File: src/rtl/mem_dma_arbiter_pkg.sv
// Shared types and memory-map constants for the DMA arbiter and the memory it fronts.
package mem_dma_arbiter_pkg;

    localparam int unsigned ADDR_W = 16;
    localparam int unsigned DATA_W = 16;

    // Start of the IO region (PS2_REG and peripherals); copy reads must stay below it.
    localparam logic [ADDR_W-1:0] IO_START = 16'hF000;

    typedef enum logic [1:0] {
        ST_IDLE  = 2'd0,
        ST_COPY  = 2'd1,
        ST_FILL  = 2'd2,
        ST_DRAIN = 2'd3
    } dma_state_t;

    function automatic logic copy_range_bad(input logic [ADDR_W-1:0] src,
                                            input logic [ADDR_W-1:0] len);
        return ({1'b0, src} + {1'b0, len}) > {1'b0, IO_START};
    endfunction

endpackage

File: src/rtl/mem_dma_arbiter_sync_fifo.sv
// Small synchronous FIFO used as the DMA write-back buffer.
module sync_fifo #(
    parameter int unsigned DEPTH = 4,
    parameter int unsigned WIDTH = 16
) (
    input  logic                     clk,
    input  logic                     rst_n,
    input  logic                     push,
    input  logic                     pop,
    input  logic [WIDTH-1:0]         din,
    output logic [WIDTH-1:0]         dout,
    output logic                     full,
    output logic                     empty,
    output logic [$clog2(DEPTH):0]   count
);
    localparam int unsigned AW = $clog2(DEPTH);

    logic [WIDTH-1:0] store [DEPTH];
    logic [AW-1:0]    wp;
    logic [AW-1:0]    rp;
    logic             do_push;
    logic             do_pop;

    assign full    = (count == (AW + 1)'(DEPTH));
    assign empty   = (count == '0);
    assign do_push = push && !full;
    assign do_pop  = pop && !empty;
    assign dout    = store[rp];

    always_ff @(posedge clk) begin
        if (do_push) store[wp] <= din;
    end

    always_ff @(posedge clk or negedge rst_n) begin
        if (!rst_n) begin
            wp    <= '0;
            rp    <= '0;
            count <= '0;
        end else begin
            if (do_push) wp <= wp + 1'b1;
            if (do_pop)  rp <= rp + 1'b1;
            unique case ({do_push, do_pop})
                2'b10:   count <= count + 1'b1;
                2'b01:   count <= count - 1'b1;
                default: count <= count;
            endcase
        end
    end
endmodule

File: src/rtl/mem_dma_arbiter.sv
// Memory port arbiter: CPU has absolute priority, a copy/fill DMA engine uses idle port cycles.
module mem_dma_arbiter
    import mem_dma_arbiter_pkg::*;
#(
    parameter int unsigned FIFO_DEPTH = 4
) (
    input  logic              clk,
    input  logic              rst_n,
    input  logic              cpu_ren,
    input  logic [ADDR_W-1:0] cpu_raddr,
    input  logic              cpu_wen,
    input  logic [ADDR_W-1:0] cpu_waddr,
    input  logic [DATA_W-1:0] cpu_wdata,
    input  logic              dma_start,
    input  logic              dma_fill,
    input  logic [ADDR_W-1:0] dma_src,
    input  logic [ADDR_W-1:0] dma_dst,
    input  logic [ADDR_W-1:0] dma_len,
    input  logic [DATA_W-1:0] dma_value,
    output logic              dma_busy,
    output logic              dma_done,
    output logic              dma_err,
    output logic              mem_ren,
    output logic [ADDR_W-1:0] mem_raddr,
    output logic              mem_wen,
    output logic [ADDR_W-1:0] mem_waddr,
    output logic [DATA_W-1:0] mem_wdata,
    input  logic [DATA_W-1:0] mem_rdata
);
    localparam int unsigned CW = $clog2(FIFO_DEPTH) + 1;

    dma_state_t        state;
    logic [ADDR_W-1:0] src;
    logic [ADDR_W-1:0] dst;
    logic [ADDR_W-1:0] len;
    logic [DATA_W-1:0] value;
    logic [ADDR_W-1:0] rd_cnt;
    logic [ADDR_W-1:0] wr_cnt;
    logic [1:0]        vld;

    logic              f_push;
    logic              f_pop;
    logic [DATA_W-1:0] f_dout;
    logic              f_full;
    logic              f_empty;
    logic [CW-1:0]     f_count;

    logic [CW-1:0]     in_flight;
    logic              copy_phase;
    logic              dma_rd;
    logic              dma_wr;

    assign dma_busy   = (state != ST_IDLE);
    assign copy_phase = (state == ST_COPY) || (state == ST_DRAIN);
    assign in_flight  = CW'(vld[0]) + CW'(vld[1]);

    // A read is only issued if its data is guaranteed a FIFO slot on arrival.
    assign dma_rd = (state == ST_COPY) && !cpu_ren && !f_full
                    && ((in_flight + f_count) < CW'(FIFO_DEPTH));
    assign dma_wr = !cpu_wen && ((state == ST_FILL)
                    || (copy_phase && (!f_empty || vld[1])));

    // Arriving data bypasses the FIFO only when it is empty and the write port is free.
    assign f_pop  = copy_phase && !cpu_wen && !f_empty;
    assign f_push = vld[1] && (cpu_wen || !f_empty);

    sync_fifo #(
        .DEPTH (FIFO_DEPTH),
        .WIDTH (DATA_W)
    ) u_fifo (
        .clk   (clk),
        .rst_n (rst_n),
        .push  (f_push),
        .pop   (f_pop),
        .din   (mem_rdata),
        .dout  (f_dout),
        .full  (f_full),
        .empty (f_empty),
        .count (f_count)
    );

    always_comb begin
        mem_ren   = 1'b0;
        mem_raddr = '0;
        mem_wen   = 1'b0;
        mem_waddr = '0;
        mem_wdata = '0;
        if (cpu_ren) begin
            mem_ren   = 1'b1;
            mem_raddr = cpu_raddr;
        end else if (dma_rd) begin
            mem_ren   = 1'b1;
            mem_raddr = src + rd_cnt;
        end
        if (cpu_wen) begin
            mem_wen   = 1'b1;
            mem_waddr = cpu_waddr;
            mem_wdata = cpu_wdata;
        end else if (dma_wr) begin
            mem_wen   = 1'b1;
            mem_waddr = dst + wr_cnt;
            if (state == ST_FILL)  mem_wdata = value;
            else if (f_empty)      mem_wdata = mem_rdata;
            else                   mem_wdata = f_dout;
        end
    end

    always_ff @(posedge clk or negedge rst_n) begin
        if (!rst_n) begin
            state    <= ST_IDLE;
            src      <= '0;
            dst      <= '0;
            len      <= '0;
            value    <= '0;
            rd_cnt   <= '0;
            wr_cnt   <= '0;
            vld      <= '0;
            dma_done <= 1'b0;
            dma_err  <= 1'b0;
        end else begin
            dma_done <= 1'b0;
            dma_err  <= 1'b0;
            vld      <= {vld[0], dma_rd};
            if (dma_rd) rd_cnt <= rd_cnt + 16'd1;
            if (dma_wr) wr_cnt <= wr_cnt + 16'd1;
            unique case (state)
                ST_IDLE: begin
                    if (dma_start) begin
                        src    <= dma_src;
                        dst    <= dma_dst;
                        len    <= dma_len;
                        value  <= dma_value;
                        rd_cnt <= '0;
                        wr_cnt <= '0;
                        if (dma_len == '0) begin
                            dma_done <= 1'b1;
                        end else if (!dma_fill && copy_range_bad(dma_src, dma_len)) begin
                            dma_done <= 1'b1;
                            dma_err  <= 1'b1;
                        end else begin
                            state <= dma_fill ? ST_FILL : ST_COPY;
                        end
                    end
                end
                ST_COPY: begin
                    if (dma_rd && (rd_cnt + 16'd1 == len)) state <= ST_DRAIN;
                end
                ST_FILL, ST_DRAIN: begin
                    if (dma_wr && (wr_cnt + 16'd1 == len)) begin
                        state    <= ST_IDLE;
                        dma_done <= 1'b1;
                    end
                end
                default: state <= ST_IDLE;
            endcase
        end
    end
endmodule

File: config.mk
export PLATFORM = sky130hd
export DESIGN_NAME = mem_dma_arbiter
export DESIGN_NICKNAME = d
export VERILOG_FILES = /design/src/rtl/mem_dma_arbiter_pkg.sv /design/src/rtl/mem_dma_arbiter_sync_fifo.sv /design/src/rtl/mem_dma_arbiter.sv
export SDC_FILE = /design/constraint.sdc
export NUM_CORES = 1
export LEC_CHECK = 0
export CORE_ASPECT_RATIO = 1.25
export CORE_MARGIN = 2
export CORE_UTILIZATION = 30
export DETAILED_ROUTE_END_ITERATION = 12
export GPL_TIMING_DRIVEN = 1
export PLACE_DENSITY_LB_ADDON = 0.15
export REMOVE_ABC_BUFFERS = 1
export SLEW_MARGIN = 20
export SYNTH_ARGS = -nofsm -noshare
export SYNTH_HDL_FRONTEND = slang
export SYNTH_SLANG_ARGS = --single-unit
File: constraint.sdc
create_clock -name clk -period 7.2 [get_ports clk]
set_input_delay 0.72 -clock clk [delete_from_list [all_inputs] [get_ports clk]]
set_output_delay 0.72 -clock clk [all_outputs]
set_load 0.03 [all_outputs]
==> results.py <==
metrics = {
    "finish": {
        "drive_above_1_share": 0.05302,
        "final_util": 0.3859,
        "design_area_um2": 13610,
        "n_antenna_cell": 0,
        "nets": 1519,
        "area_growth_pct": 27.26,
    },
    "pwr": {
        "peakVddDrop_uv": 160.8,
        "power.internal_uw": 2568,
        "pwr-share-seq": 0.356,
        "p_leak_uw": 0.005622,
        "switching_power_uw": 1654,
        "pwr-share-comb": 0.422,
        "clkPwrFrac": 0.223,
        "p_sw_frac": 0.3918,
        "power_uw": 4222,
        "powerDensity_nw_per_um2": 310.3,
    },
    "cts": {
        "numCtsBuffers": 17,
        "insertion_delay_ns": 0.45,
        "cts.sinks": 173,
        "root_buffer": "clkbuf_16",
        "cts_tree": "done",
        "ctsHoldBuffers": 0,
        "clk_path_buf_depth": 2,
        "cts_setup_buffers": 0,
        "htreeDepth": 4,
        "postCtsResizedCells": 0,
        "clkTransAtPathRegs_ns": 0.08,
    },
    "place": {
        "globalplace.congestion": 0.8092,
        "port_buffers": 186,
        "dpl.hpwl_um": 22250,
        "placed_area_um2": 13020,
    },
    "worst_setup_path": {
        "crit_buf_inv": 1,
        "cp_cell_sequence": "ha_1 > fa_1 > a21o_1 > a21oi_1 > o21ai_1 > a311o_1 > a2111oi_0 > o41ai_1 > xnor2_1 > o21ai_1 > clkdlybuf4s50_1",
        "end_kind": "output pin",
        "crit_family": "compound AO/OA/AOI/OAI gates",
        "cp-start-kind": "flop",
        "cp_data_arrival_time_ns": 4.15,
        "reg2reg_depth": 9,
        "path_class": "flop to output pin",
        "reg2reg_slack_ns": 4.07,
        "r2r_end": "state[0]$_DFFE_PN0P_",
        "cp_slowest_stage_delay_ns": 0.69,
        "required_ns": 6.48,
        "path_max_fanout": 6,
        "crit_top_cell": "o21ai_1",
        "rr_startpoint": "u_fifo.count[0]$_DFFE_PN0P_",
        "cpMaxStageDelayCell": "clkdlybuf4s50_1",
    },
    "detailed_routing": {
        "vias_per_cell": 4.874,
        "remaining_drc_errors": 0,
        "drtPass1Iterations": 5,
        "wl_per_cell_um": 17.22,
        "drtIter0Drc": 468,
        "final_antenna_net_count": 0,
        "vias": 8837,
        "totalWireLength_um": 31230,
    },
    "floorplanning": {
        "core_area_um2": 35260,
        "rows": 77,
        "dieArea_um2": 37180,
        "pin_count": 187,
        "die_h_um": 215.1,
        "start_util": 0.3032,
        "die_x_um": 172.9,
    },
    "synth": {
        "ys.warnings.count": 0,
        "synth_edf_count": 64,
        "synth_cells": 1166,
        "synth_cell_types": 66,
        "ys_seq_elements": 173,
        "mappedNetlistArea_um2": 10690,
        "syn_avg_cell_area_um2": 9.170,
        "ys_seq_area_frac": 0.4348,
        "synthArstFlopShare": 0.6301,
        "ys.flop_type": "dfrtp_1",
    },
    "sta": {
        "min_period_ns": 4.865,
        "skew_ns": 0.01546,
        "relSlewSlack": 0.3776,
        "setup_viol": 0,
        "clock.fmax_mhz": 205.5,
        "post-route-period-util": 0.6757,
        "grt_setup_unrepaired": "no",
        "hold_viol_final": 0,
        "finalSetupTns_ns": 0,
        "slew_viol_final": 0,
        "tightestPinTransition_ns": 0.9336,
    },
    "global_routing": {
        "overflow": 0,
        "grt_pass1_wl_um": 49760,
        "antenna_found_initial": 0,
        "grt_pass1_vias": 8980,
        "grt_max_degree": 73,
        "grt.total_usage": 0.1704,
    },
    "min_path": {
        "hp-class": "input pin to asynchronous set/reset pin",
    },
    "run": {
        "drv_cap": 0,
    },
    "outcome": {
        "status": "complete, no violations",
    },
}
## worst reg2reg max path, delay by kind of cell (launching register included)
| kind | cells | cell delay [ns] |
|---|---|---|
| simple gates | 6 | 2.04 |
| flops | 1 | 0.44 |
| buf+inv | 2 | 0.34 |
| compound gates | 1 | 0.20 |
## registers in the layout, summed over array words and instances, names as in the netlist
register      count
dma_done          1
dma_err           1
dst              16
len              16
rd_cnt           16
src              16
state             2
u_fifo.count      3
u_fifo.rp         2
u_fifo.store     64
u_fifo.wp         2
value            16
vld               2
wr_cnt           16
## cell families after synthesis
logic type                 share of synthesized area
and+or+nand+nor                               0.1985
muxes                                        0.05254
DFF                                           0.4348
buffers and inverters                        0.02867
xor gates and xnor gates                     0.08519
AOI/OAI and AO/OA                             0.1297
adders and majority gates                    0.07068
## synthesized netlist by cell type, types with 5 or more instances
library cell / count / area share
mux4_2: 16 / 0.034
a21oi_1: 62 / 0.029
nand4_1: 7 / 0.0041
nand2_1: 289 / 0.10
and3_1: 9 / 0.0053
o211ai_1: 5 / 0.0035
nand2b_1: 5 / 0.0029
mux2i_1: 19 / 0.018
o21bai_1: 6 / 0.0042
a22o_1: 6 / 0.0049
and2_1: 9 / 0.0053
nor3_1: 14 / 0.0066
ha_1: 54 / 0.063
clkbuf_1: 47 / 0.016
a2111oi_0: 5 / 0.0041
dfrtp_1: 109 / 0.26
xnor2_1: 60 / 0.049
a211oi_1: 5 / 0.0035
a21o_1: 15 / 0.011
inv_1: 26 / 0.0091
and4_1: 5 / 0.0041
edfxtp_1: 64 / 0.18
o21a_1: 11 / 0.0077
nor2_1: 91 / 0.032
or3_1: 8 / 0.0047
nor4_1: 11 / 0.0064
o21ai_1: 10 / 0.0047
nand3_1: 19 / 0.0089
o21ai_0: 67 / 0.031
xor2_1: 44 / 0.036
## power by group through the flow
stage / registers (uW) / clock network (uW) / logic, uW
after floorplan: 1450 / 0 / 1240
after global placement: 1520 / 0 / 1790
after detailed placement: 1530 / 0 / 1800
after CTS: 1510 / 961 / 1810
after global routing: 1540 / 999 / 2000
final: 1500 / 940 / 1780
## per-stage QoR
step	hold WS [ns]	setup WS (ns)	std cells
6_report	0.3102	2.335	1813
5_1_grt	0.3448	2.005	1813
4_1_cts	0.3225	2.245	1813
3_5_place_dp	0.3717	2.736	1782
3_3_place_gp	0.3693	2.736	1782
2_1_floorplan	0.3597	3.213	1113
## placed cells by master, fill, tap and decap left out, drive strengths merged, types with 6 or more instances in the layout
master         instances
buf                   11
and3                   9
nor2                  91
a22o                   6
edfxtp                64
clkdlybuf4s50        184
inv                   33
o21bai                 6
or3                    9
o21a                  11
xor2                  44
a21oi                 62
nand4                  7
o21ai                 77
xnor2                 60
mux2i                 19
ha                    54
nand3                 19
clkbuf                18
nand2                289
mux4                  16
nor3                  15
and2                   9
nor4                  11
dfrtp                109
a21o                  15
## how the worst max path moves through the flow
stage                                           start            end  cells after the start
after floorplan           u_fifo.count[0]$_DFFE_PN0P_   mem_wdata[0]                      5
after global placement            rd_cnt[0]$_DFF_PN0_  mem_raddr[14]                     11
after global routing              rd_cnt[0]$_DFF_PN0_  mem_raddr[14]                     11
after detailed placement          rd_cnt[0]$_DFF_PN0_  mem_raddr[14]                     11
after CTS                         rd_cnt[0]$_DFF_PN0_  mem_raddr[14]                     11
final                             rd_cnt[0]$_DFF_PN0_  mem_raddr[14]                     11
## final cells by class
class	count	area [um2]
Fill cell	3609	21650
Multi-Input combinational cell	914	5759
Sequential cell	173	4649
Timing Repair Buffer	195	1922
Tap cell	474	593.1
Clock buffer	18	439.2
Clock inverter	13	147.6
Inverter	26	97.59
## routing by layer
metal  routed length, um  global-route usage
met1               14310              0.2185
met2               15430              0.2972
met3                1142             0.03132
met4                 349             0.03983
met5                   0                   0
Power figures use the tool's default switching activity.
